$ cat config.mk
export PLATFORM = sky130hd
export DESIGN_NAME = hazard_stall_ctrl
export DESIGN_NICKNAME = d
export VERILOG_FILES = /design/src/rtl/hazard_stall_ctrl.sv
export SDC_FILE = /design/constraint.sdc
export NUM_CORES = 1
export LEC_CHECK = 0
export CORE_MARGIN = 5
export CORE_UTILIZATION = 40
export DETAILED_ROUTE_END_ITERATION = 12
export GPL_ROUTABILITY_DRIVEN = 0
export GPL_TIMING_DRIVEN = 0
export MAX_ROUTING_LAYER = met4
export PLACE_DENSITY = 0.68
export RECOVER_POWER = 100
export SKIP_LAST_GASP = 1
export SLEW_MARGIN = 20
export SYNTH_ARGS = -nofsm -noshare
export SYNTH_HDL_FRONTEND = slang
export SYNTH_SLANG_ARGS = --single-unit
export TNS_END_PERCENT = 30
$ cat constraint.sdc
create_clock -name clk -period 4.4 [get_ports clk]
set_input_delay 0.88 -clock clk [delete_from_list [all_inputs] [get_ports clk]]
set_output_delay 0.88 -clock clk [all_outputs]
set_load 0.03 [all_outputs]
$ cat src/rtl/hazard_stall_ctrl.sv
// -----------------------------------------------------------------------------
// hazard_stall_ctrl
//
// Pipeline interlock controller for a CPU datapath with RA_W-bit register
// addresses. A shift-register scoreboard records the destination register of
// every instruction issued past decode (entry 0 = EX, entry DEPTH-1 = last
// tracked stage). Decode-stage A/B operands are compared against the live
// entries; a match is a read-after-write hazard, which holds PC/IR and injects
// a bubble into EX until the producer shifts out of the tracked stages.
//
// Hold semantics: hazard, pc_hold, ir_hold and bubble are one combinational
// signal. While it is high the decode instruction is neither issued nor
// consumed; it is presented again next cycle and issues in the first cycle
// the signal is low. flush kills the decode instruction and overrides hazard.
//
// Ports:
//   clk, rst_n            clock (rising edge), asynchronous active-low reset
//   dec_valid             decode stage holds a valid instruction
//   dec_ma, dec_mb        1 = operand A/B does not read the register file
//   dec_aa, dec_ba        A/B source register addresses
//   dec_da, dec_rw        destination register and its write enable
//   flush                 branch taken: kill the decode instruction
//   hazard                combinational RAW hazard on decode operands
//   pc_hold, ir_hold      hold PC / IR this cycle
//   bubble                force RW=0, MW=0 into EX this cycle
//   ex_rw, ex_da          scoreboard entry 0 (instruction now in EX)
//   stall_cnt             saturating count of stall cycles since reset
//   stall_err             sticky: a stall ran longer than DEPTH cycles
// -----------------------------------------------------------------------------
module hazard_stall_ctrl #(
    parameter int RA_W  = 3,
    parameter int DEPTH = 2,
    parameter int CNT_W = 16
) (
    input  logic             clk,
    input  logic             rst_n,
    input  logic             dec_valid,
    input  logic             dec_ma,
    input  logic             dec_mb,
    input  logic [RA_W-1:0]  dec_aa,
    input  logic [RA_W-1:0]  dec_ba,
    input  logic [RA_W-1:0]  dec_da,
    input  logic             dec_rw,
    input  logic             flush,
    output logic             hazard,
    output logic             pc_hold,
    output logic             ir_hold,
    output logic             bubble,
    output logic             ex_rw,
    output logic [RA_W-1:0]  ex_da,
    output logic [CNT_W-1:0] stall_cnt,
    output logic             stall_err
);

    // Stall FSM encoding.
    localparam logic [0:0] ST_RUN   = 1'b0;
    localparam logic [0:0] ST_STALL = 1'b1;

    // run_len must be able to hold DEPTH+1 (its saturation value).
    localparam int              RL_W   = $clog2(DEPTH + 2);
    localparam logic [RL_W-1:0] RL_MAX = RL_W'(DEPTH);
    localparam logic [RL_W-1:0] RL_SAT = RL_W'(DEPTH + 1);

    // Scoreboard kept as packed vectors; entry k lives at bit k / slice k.
    logic [DEPTH-1:0]      sb_wr_q, sb_wr_d;
    logic [DEPTH*RA_W-1:0] sb_da_q, sb_da_d;

    logic [0:0]       state_q, state_d;
    logic [RL_W-1:0]  run_len_q, run_len_d;
    logic [CNT_W-1:0] stall_cnt_q, stall_cnt_d;
    logic             stall_err_q, stall_err_d;

    logic match;
    logic issue;

    // RAW detection. Register 0 is hard-wired, so an entry targeting it never
    // blocks a reader. An entry that has left the last stage is not checked:
    // the register file writes before it is read in the same cycle.
    always_comb begin
        match = 1'b0;
        for (int k = 0; k < DEPTH; k++) begin
            if (sb_wr_q[k] && (sb_da_q[k*RA_W +: RA_W] != '0)) begin
                if (!dec_ma && (dec_aa == sb_da_q[k*RA_W +: RA_W])) match = 1'b1;
                if (!dec_mb && (dec_ba == sb_da_q[k*RA_W +: RA_W])) match = 1'b1;
            end
        end
    end

    assign hazard  = dec_valid & ~flush & match;
    assign pc_hold = hazard;
    assign ir_hold = hazard;
    assign bubble  = hazard;
    assign issue   = dec_valid & ~hazard & ~flush;

    // Scoreboard shift. A bubble, a kill or an empty decode slot all enter
    // EX as {0, 0}.
    always_comb begin
        sb_wr_d = '0;
        sb_da_d = '0;
        if (issue) begin
            sb_wr_d[0]          = dec_rw;
            sb_da_d[RA_W-1:0]   = dec_da;
        end
        for (int k = 1; k < DEPTH; k++) begin
            sb_wr_d[k]              = sb_wr_q[k-1];
            sb_da_d[k*RA_W +: RA_W] = sb_da_q[(k-1)*RA_W +: RA_W];
        end
    end

    // Stall FSM and run-length tracking. A legal stall is bounded by DEPTH
    // cycles because every bubble pushes the producer one stage further; a
    // longer run means the scoreboard has been corrupted.
    always_comb begin
        state_d     = state_q;
        run_len_d   = run_len_q;
        stall_err_d = stall_err_q;
        if (flush) begin
            state_d   = ST_RUN;
            run_len_d = '0;
        end else if (hazard) begin
            state_d = ST_STALL;
            if (state_q == ST_RUN) begin
                run_len_d = RL_W'(1);
            end else begin
                if (run_len_q >= RL_MAX) stall_err_d = 1'b1;
                if (run_len_q != RL_SAT) run_len_d = run_len_q + RL_W'(1);
            end
        end else begin
            state_d   = ST_RUN;
            run_len_d = '0;
        end
    end

    // Stall statistics, saturating at all ones.
    always_comb begin
        stall_cnt_d = stall_cnt_q;
        if (hazard && (stall_cnt_q != '1)) stall_cnt_d = stall_cnt_q + CNT_W'(1);
    end

    always_ff @(posedge clk or negedge rst_n) begin
        if (!rst_n) begin
            sb_wr_q     <= '0;
            sb_da_q     <= '0;
            state_q     <= ST_RUN;
            run_len_q   <= '0;
            stall_cnt_q <= '0;
            stall_err_q <= 1'b0;
        end else begin
            sb_wr_q     <= sb_wr_d;
            sb_da_q     <= sb_da_d;
            state_q     <= state_d;
            run_len_q   <= run_len_d;
            stall_cnt_q <= stall_cnt_d;
            stall_err_q <= stall_err_d;
        end
    end

    assign ex_rw     = sb_wr_q[0];
    assign ex_da     = sb_da_q[RA_W-1:0];
    assign stall_cnt = stall_cnt_q;
    assign stall_err = stall_err_q;

endmodule

### Word level (Yosys, flattened, before mapping)

Cells that the tools add are included.

| word-level totals | value |
|---|---|
| bits in registers | 28 |
| bits in latches | 0 |
| RAM bits | 0 |
| memory bits (read-only) | 0 |
| bits of input ports | 16 |
| word-level logic and storage cells | 48 |
| memories | 0 |

| operators by class | value |
|---|---|
| add/subtract/negate cells | 2 |
| multiply operators | 0 |
| div/mod/pow operators | 0 |
| order comparisons | 1 |
| eq/ne operators | 7 |
| shift-type cells | 0 |
| multiplexer cells | 14 |
| bitwise operators | 6 |
| reductions and logical operators | 12 |

Operator list:

| operator | number |
|---|---|
| adder 16 x 1 -> 16 bit (second input constant) | 1 |
| inequality test 16 bit (second input constant) | 1 |
| == test 3 bit | 4 |
| two-way mux 1 bit | 9 |
| two-way mux 2 bit | 4 |
| logical AND 1 bit | 7 |
| nonzero test 3 bit | 2 |
| bitwise AND 1 bit | 4 |
| inequality test 4 x 3 -> 1 bit (second input constant) | 1 |
| AND reduction 4 bit | 1 |
| two-way mux 3 bit | 1 |
| adder 2 x 1 -> 2 bit (second input constant) | 1 |
| greater-or-equal comparator 2 bit (second input constant) | 1 |
| zero test 1 bit | 2 |
| inequality test 2 bit (second input constant) | 1 |
| inverter 1 bit | 2 |

### Logic depth before layout (Yosys ltp)

Gate-level depths: netlist of the first run.

| depth | value |
|---|---|
| depth after elaboration | 13 |
| depth in mapped cells | 7 |
| depth with buffers taken out | 6 |

### Worst setup path before layout of the first run

Ideal clock, no wire load.

| path | value |
|---|---|
| path kind | input -> output |
| start point | in dec_aa[2] |
| end point | out hazard |
| data arrival time | 2.200 ns |
| setup slack | 1.320 ns |
| stages | 5 |
| path buffers | 1 |
| cell sequence | xor2_1 nor4_1 o21ai_1 a21oi_2 buf_4 |

| between the ends | value |
|---|---|
| longest elaborated chain between the ends | 9 |
| elaborated cells between the ends (all ways) | 11 |

RTL lines:

| element | line | RTL |
|---|---|---|
| start, declared | 40 | `input logic [RA_W-1:0] dec_aa,` |
| == test 3 bit | 83 | `if (!dec_ma && (dec_aa == sb_da_q[k*RA_W +: RA_W])) match = 1'b1;` |
| logical AND 1 bit | 83 |  |
| two-way mux 1 bit | 83 |  |
| two-way mux 1 bit | 84 | `if (!dec_mb && (dec_ba == sb_da_q[k*RA_W +: RA_W])) match = 1'b1;` |
| two-way mux 1 bit | 82 | `if (sb_wr_q[k] && (sb_da_q[k*RA_W +: RA_W] != '0)) begin` |
| two-way mux 1 bit | 83 |  |
| two-way mux 1 bit | 84 |  |
| two-way mux 1 bit * | 82 |  |
| bitwise AND 1 bit * | 89 | `assign hazard = dec_valid & ~flush & match;` |
| end, declared | 45 | `output logic hazard,` |

Mark *: on every way between the ends. The rest lies on a longest branch, timed or not.

### Worst setup path in the final report of the first run

| path | value |
|---|---|
| start point | in dec_ba[2] |
| end point | out hazard |

| between the ends | value |
|---|---|
| longest elaborated chain between the ends | 8 |
| elaborated cells between the ends (all ways) | 10 |

RTL lines:

| element | line | RTL |
|---|---|---|
| start, declared | 41 | `input logic [RA_W-1:0] dec_ba,` |
| == test 3 bit | 84 |  |
| logical AND 1 bit | 84 |  |
| two-way mux 1 bit | 84 |  |
| two-way mux 1 bit | 82 |  |
| two-way mux 1 bit | 83 |  |
| two-way mux 1 bit | 84 |  |
| two-way mux 1 bit * | 82 |  |
| bitwise AND 1 bit * | 89 |  |

Marks and branches as above.

==> reports/qor.csv, run 1 <==
stage;metric;value;unit
flow_run;max_cap viols;1;
placed_design;Cell Area, Placed;1880;um^2
yosys;share of synthesized cell area in and, or, nand and nor gates;0.192;
yosys;post-synthesis xor/xnor area fraction;0.164;
power;maximum vdd drop;0.142;mV
critical_path;Setup Crit Path Kind;in2out;
timing;final critical delay including setup and external delays;4140;ps
die;DIE WIDTH;69.8;um
yosys;Post-Synthesis Cell Area;1430;um^2
die;ports placed on the boundary;41;
placed_design;post-detailed-placement half-perimeter wirelength;2470;um
placed_design;count of port buffers added during placement;40;
yosys;area fraction in compound gates after synthesis;0.0647;
layout;finished layout cell area;1880;um^2
timing;Post-Route Setup TNS;0;ps
placed_design;pre-CTS setup slack;239;ps
die;starting utilization of the core area;0.422;
layout;net total in the final layout;188;
clock_tree;Clock Pin Slew Worst Setup and Hold Paths;140;ps
critical_path;nature of the critical path endpoint;output pin;
grt;antenna violations before repair;0;
critical_path;cell with the largest stage delay on the worst path;clkdlybuf4s50_1;
layout;final instance count without filler cells;213;
clock_tree;post-CTS sizing;0;
critical_path;crit path launch type;primary input;
grt;via count of the first global-routing pass;1177;
yosys;count of distinct cell types in the synthesized netlist;33;
timing;setup skew after layout;11.9;ps
yosys;net count after synthesis;143;
grt;GR Overflow Total;0;
route;DRC;0;
yosys;dominant cell type by area after synthesis;dfrtp_1;
yosys;synthesis warning total;0;
yosys;most area-consuming cells after synthesis;dfrtp_1 (49%), xor2_1 (8.6%), xnor2_1 (6.7%);
route;final routed wire length divided by cell count;15.0;um
route;first-pass iteration count of the detailed router;4;
layout;n_diodes;0;
die;overall die height;69.8;um
grt;wire length of the first global-routing pass;5710;um
power;Power per Cell Area;224;nW/um^2
critical_path;worst path arrival time;3260;ps
clock_tree;number of buffers inserted by post-CTS setup repair;0;
route;vias per inst;5.04;
route;total routed wirelength;3200;um
yosys;post-synthesis average cell area;11.5;um^2
clock_tree;TritonCTS buffer count;3;
critical_path;CP peak stage delay;660;ps
critical_path;sequence of cells on the critical path;clkdlybuf4s50_1, xor2_1, nor4_1, o21ai_2, a21oi_2, buf_4, clkdlybuf4s50_1;
die;die area;4870;um^2
layout;Synth-to-Final Area Change;31.3;%
grt;All-Layer GR Usage;0.147;
layout;most frequent standard cell in the layout excluding fill and tap cells;dfrtp_1;
timing;final count of hold timing violations;0;
yosys;count of mapped cells out of synthesis;124;
die;row count;21;
layout;most frequent cells in the layout;dfrtp_1 (28), dlygate4sd3_1 (22), clkdlybuf4s50_1 (17), xor2_1 (14), xnor2_1 (12);
yosys;mux contribution to synthesized area;0.0157;
clock_tree;CTS tree;done;
timing;Pins Over Slew Limit;0;
placed_design;cell count after placement;210;
timing;setup repair after global routing missed its margin;false;
clock_tree;clock insertion delay at the later pin of the skew report;330;ps
yosys;adder-cell share of the synthesized area;0.0262;
timing;post-route clock period utilization;0.942;
run_status;status;finished, violations left;
route;DRC marker count from the first detailed-route iteration;38;
yosys;#FFs+latches synth;28;
timing;worst max-slew margin expressed relative to the limit;0.00462;
route;ANT nets after route;0;
run_status;failing checks;max-capacitance violations;
yosys;largest family of logic cells by synthesized area;simple AND/OR/NAND/NOR gates;
power;static leakage;0.911;nW
yosys;Yosys top cell area share;0.490;
timing;final setup vio count;0;
clock_tree;number of buffers on the longest clock path;2;
clock_tree;H-Tree Level Count;1;
yosys;sequential element share of the synthesized area;0.490;
route;vias after detailed routing;1074;
timing;Peak Freq;0.241;GHz
clock_tree;clock sink count;28;
clock_tree;Post-CTS Hold Buffers;0;
critical_path;Critical Path Most Common Cell;clkdlybuf4s50_1;
grt;maximum number of pins on one net before global-route repair;29;
critical_path;maximum fanout along the worst path;9;
layout;share of final-layout standard cells stronger than drive strength 1;0.0958;
timing;setup ws final;255;ps
clock_tree;buffer cell driving the clock tree root;clkbuf_4;
timing;transition time at the pin with the least slew margin;1490;ps
worst_hold_path;type of the most critical hold path;reg2reg;
critical_path;required time at the worst-slack endpoint;3520;ps
die;Core Region;3390;um^2
## state kept, by name, summed over array words and instances, names as in the netlist
register / cells
run_len_q: 2
sb_da_q: 6
sb_wr_q: 2
stall_cnt: 16
stall_err: 1
state_q: 1
## final timing paths
check / start / to / slack (ps) / depth (start not counted)
min in group asynchronous: rst_n / run_len_q[1] / 880 / 1
max in group asynchronous: rst_n / stall_cnt[10] / 2650 / 1
max reg2reg: sb_da_q[5] / stall_cnt[13] / 1560 / 7
min: sb_wr_q[0] / sb_wr_q[1] / 440 / 0
max: dec_ba[2] / hazard / 260 / 7
min reg2reg: sb_wr_q[0] / sb_wr_q[1] / 440 / 0
## synthesized netlist by cell type
cell type	count
nor2_1	5
a31oi_1	1
a211oi_2	1
nand2_1	8
nor4_2	2
buf_6	1
a41oi_1	1
nor2b_1	1
nor4_1	2
xor2_1	14
o21ai_1	1
a21oi_1	2
dfrtp_1	28
xnor2_2	1
xnor2_1	11
o31a_1	2
mux2_1	2
and2_1	4
o31ai_1	1
ha_1	3
a21oi_2	1
inv_1	3
and3_1	4
nand4_1	5
nor3_1	2
a21boi_0	1
nand3_2	3
nand3_1	3
nand4_4	1
o21ai_2	1
and4_1	2
nand2b_1	1
buf_4	6
## final cells by class
class / instances / area (um^2)
fillers: 301 / 1510
flip-flops and latches: 28 / 701
multi-input cells: 86 / 643
repair buffers: 40 / 394
well taps: 46 / 57.6
plain buffers: 7 / 48.8
clock buffers: 3 / 22.5
inverters: 3 / 11.3
## worst max-delay path: cells and delay by family
kind	cells	cell delay [ps]
xor gates and xnor gates	1	180
buffers and inverters	3	1280
and+or+nand+nor	1	400
AOI/OAI and AO/OA	2	510
## metal layers
metal  part of all wire  track usage  routed length (um)  vias to the layer above
met1               0.44        0.174                1410                      528
met3              0.046       0.0391                 146                        4
met5                  0            -                   0                        -
li1                   -            -                   -                      513
met4             0.0072       0.0426                  23                        0
met2               0.51        0.243                1620                       29
## power by group
| part | switching (mW) | internal [mW] |
|---|---|---|
| Sequential | 0.00589 | 0.262 |
| Clock | 0.0731 | 0.0321 |
| Combinational | 0.0243 | 0.0240 |
## cells by family after synthesis
kind of cell / Yosys count
AND/OR/NAND/NOR: 43
flip-flops: 28
XOR/XNOR: 26
AO/OA/AOI/OAI: 12
buffers and inverters: 10
adder cells (fa/ha/maj): 3
multiplexers: 2
## per-stage QoR
step | power (mW) | utilization | hold WS [ps]
finish | 0.421 | 0.554 | 438
CTS | 0.428 | 0.562 | 457
floorplan | 0.293 | - | 429
detailed placement | 0.324 | 0.556 | 426
global placement | 0.323 | 0.557 | 398
global route | 0.442 | 0.554 | 458
No activity file was read; power rests on OpenSTA's default activity.
==> run 2: changes to the inputs <==
--- a/config.mk
+++ b/config.mk
@@ -5,14 +5,17 @@
 export SDC_FILE = /design/constraint.sdc
 export NUM_CORES = 1
 export LEC_CHECK = 0
+export ABC_CLOCK_PERIOD_IN_PS = 4400
 export CORE_MARGIN = 5
 export CORE_UTILIZATION = 40
+export CTS_CLUSTER_SIZE = 20
 export DETAILED_ROUTE_END_ITERATION = 12
 export GPL_ROUTABILITY_DRIVEN = 0
 export GPL_TIMING_DRIVEN = 0
 export MAX_ROUTING_LAYER = met4
 export PLACE_DENSITY = 0.68
 export RECOVER_POWER = 100
+export SETUP_SLACK_MARGIN = 0.3
 export SKIP_LAST_GASP = 1
 export SLEW_MARGIN = 20
 export SYNTH_ARGS = -nofsm -noshare
==> run 2 against run 1 <==
  * The flow finishes with violations (max-capacitance violations, max-slew violations)
  * Maximum frequency is 1.6% higher
  * Register-to-register slack worse by 130 ps
  * Routed wire length is 1.1% higher
  * Via count is 1.7% higher
  * Sequential share of layout area is 0.44 points lower
  * Sequential power hardly changed
  * Critical endpoint is now ir_hold
  * Clock power hardly changed
  * Highest routed layer unchanged
==> reports/qor.csv, run 2 (synthesized netlist as in run 1, its figures left out) <==
stage;metric;value;unit
run_status;status;finished, violations left;
run_status;failing checks;max-capacitance violations, max-slew violations;
clock_tree;Post-CTS Hold Buffers;0;
timing;worst max-slew margin expressed relative to the limit;-0.00246;
grt;antenna violations before repair;0;
power;Internal Power;0.318;mW
clock_tree;TritonCTS buffer count;3;
critical_path;cell with the largest stage delay on the worst path;clkdlybuf4s50_1;
critical_path;sequence of cells on the critical path;clkdlybuf4s50_1, xor2_1, nor4_1, o21ai_0, a21oi_4, buf_4, clkdlybuf4s50_1;
timing;Pins Over Slew Limit;28;
power;switching power share of the total;0.245;
power;static leakage;0.919;nW
clock_tree;CTS tree;done;
timing;setup skew after layout;15.6;ps
timing;Post-Route Setup TNS;0;ps
layout;Synth-to-Final Area Change;32.9;%
grt;wire length of the first global-routing pass;5730;um
power;maximum vdd drop;0.142;mV
placed_design;pre-CTS setup slack;239;ps
grt;GR Overflow Total;0;
clock_tree;clock insertion delay at the later pin of the skew report;330;ps
critical_path;CP peak stage delay;650;ps
worst_hold_path;type of the most critical hold path;reg2reg;
clock_tree;buffer cell driving the clock tree root;clkbuf_4;
die;row count;21;
timing;final count of hold timing violations;0;
placed_design;cell count after placement;210;
clock_tree;H-Tree Level Count;1;
clock_tree;clock sink count;28;
power;Comb power frac;0.117;
route;DRC marker count from the first detailed-route iteration;34;
layout;final instance count without filler cells;215;
power;sequential group share of total power;0.635;
layout;most frequent cells in the layout;dfrtp_1 (28), dlygate4sd3_1 (22), clkdlybuf4s50_1 (16), xor2_1 (14), xnor2_1 (12);
flow_run;max_cap viols;1;
critical_path;crit path launch type;primary input;
critical_path;Critical Path Most Common Cell;clkdlybuf4s50_1;
route;final routed wire length divided by cell count;15.0;um
layout;most frequent standard cell in the layout excluding fill and tap cells;dfrtp_1;
layout;flip-flop count of the largest register after layout;16;
critical_path;required time at the worst-slack endpoint;3520;ps
die;Core Region;3390;um^2
layout;number of fillers in the final layout;300;
route;vias after detailed routing;1092;
route;DRC;0;
power;clock power share;0.248;
timing;final setup vio count;0;
placed_design;count of port buffers added during placement;40;
critical_path;nature of the critical path endpoint;output pin;
timing;final critical delay including setup and external delays;4080;ps
layout;Final Core Density;0.561;
layout;n_diodes;0;
grt;maximum number of pins on one net before global-route repair;29;
timing;setup repair after global routing missed its margin;true;
die;DIE WIDTH;69.8;um
route;ANT nets after route;0;
die;die area;4870;um^2
timing;setup ws final;319;ps
die;ports placed on the boundary;41;
layout;share of final-layout standard cells stronger than drive strength 1;0.112;
route;total routed wirelength;3230;um
die;overall die height;69.8;um
layout;net total in the final layout;190;
critical_path;Setup Crit Path Kind;in2out;
power;net switching power;0.103;mW
timing;Peak Freq;0.245;GHz
route;vias per inst;5.08;
clock_tree;number of buffers on the longest clock path;2;
die;starting utilization of the core area;0.422;
clock_tree;Clock Pin Slew Worst Setup and Hold Paths;130;ps
grt;All-Layer GR Usage;0.147;
route;first-pass iteration count of the detailed router;4;
placed_design;post-detailed-placement half-perimeter wirelength;2470;um
layout;sequential cell area;701;um^2
critical_path;maximum fanout along the worst path;8;
layout;Multi-input gate area;657;um^2
critical_path;slack of the worst reg-to-reg path;1430;ps
critical_path;worst path arrival time;3200;ps
grt;via count of the first global-routing pass;1181;
timing;post-route clock period utilization;0.927;
power;Power per Cell Area;222;nW/um^2
timing;transition time at the pin with the least slew margin;1500;ps
run 2: changes by cell type in the layout (fill, tap and decap cells not counted), sizes merged:
cell,before,now
clkbuf,5,8
clkdlybuf4s50,17,16
run 2: worst max-delay path, delay by kind of cell:
kind                      cells  cell delay [ps]
xor gates and xnor gates      1              160
AOI/OAI and AO/OA             2              610
buffers and inverters         3             1240
and+or+nand+nor               1              300
run 2: final cells by class:
type,instances,area share
multi-input combinational,86,0.346
sequential,28,0.369
inverter,3,0.00592
tap,46,0.0303
timing repair buffer,42,0.212
buffer,7,0.0257
clock buffer,3,0.0118
run 2: final timing paths:
kind / from / to / cells past startpoint
setup / recovery: dec_ba[2] / ir_hold / 7
hold / removal: sb_wr_q[0] / sb_wr_q[1] / 0
setup reg to reg: sb_da_q[2] / stall_cnt[13] / 7
hold reg to reg: sb_wr_q[0] / sb_wr_q[1] / 0
max in group asynchronous: rst_n / sb_da_q[0] / 1
min in group asynchronous: rst_n / run_len_q[1] / 1
run 2: repair_timing:
| action | in CTS | in global routing |
|---|---|---|
| gates cloned | 0 | 0 |
| pin swaps | 0 | 1 |
| resized for setup | 1 | 1 |
| setup endpoints to repair | 3 | 3 |
| buffers inserted | 0 | 2 |
run 2: power groups by stage:
stage	Sequential, mW	Combinational (mW)	Clock (mW)
2_1_floorplan	0.276	0.0173	0
4_1_cts	0.268	0.0517	0.108
6_report	0.268	0.0492	0.105
3_3_place_gp	0.273	0.0499	0
3_5_place_dp	0.273	0.0510	0
5_1_grt	0.269	0.0537	0.120
run 2: stage by stage:
step | hold slack, ps | total power, mW | cell area, um^2
3_5_place_dp | 426 | 0.324 | 1880
5_1_grt | 458 | 0.443 | 1900
3_3_place_gp | 398 | 0.323 | 1890
6_report | 445 | 0.422 | 1900
4_1_cts | 457 | 0.428 | 1910
2_1_floorplan | 429 | 0.293 | 1430
run 2: layer usage:
metal	vias up	wire length (um)	track usage
met5	-	0	-
met4	0	23	0.0426
met3	4	141	0.0391
met2	31	1620	0.243
met1	538	1440	0.176
li1	519	-	-
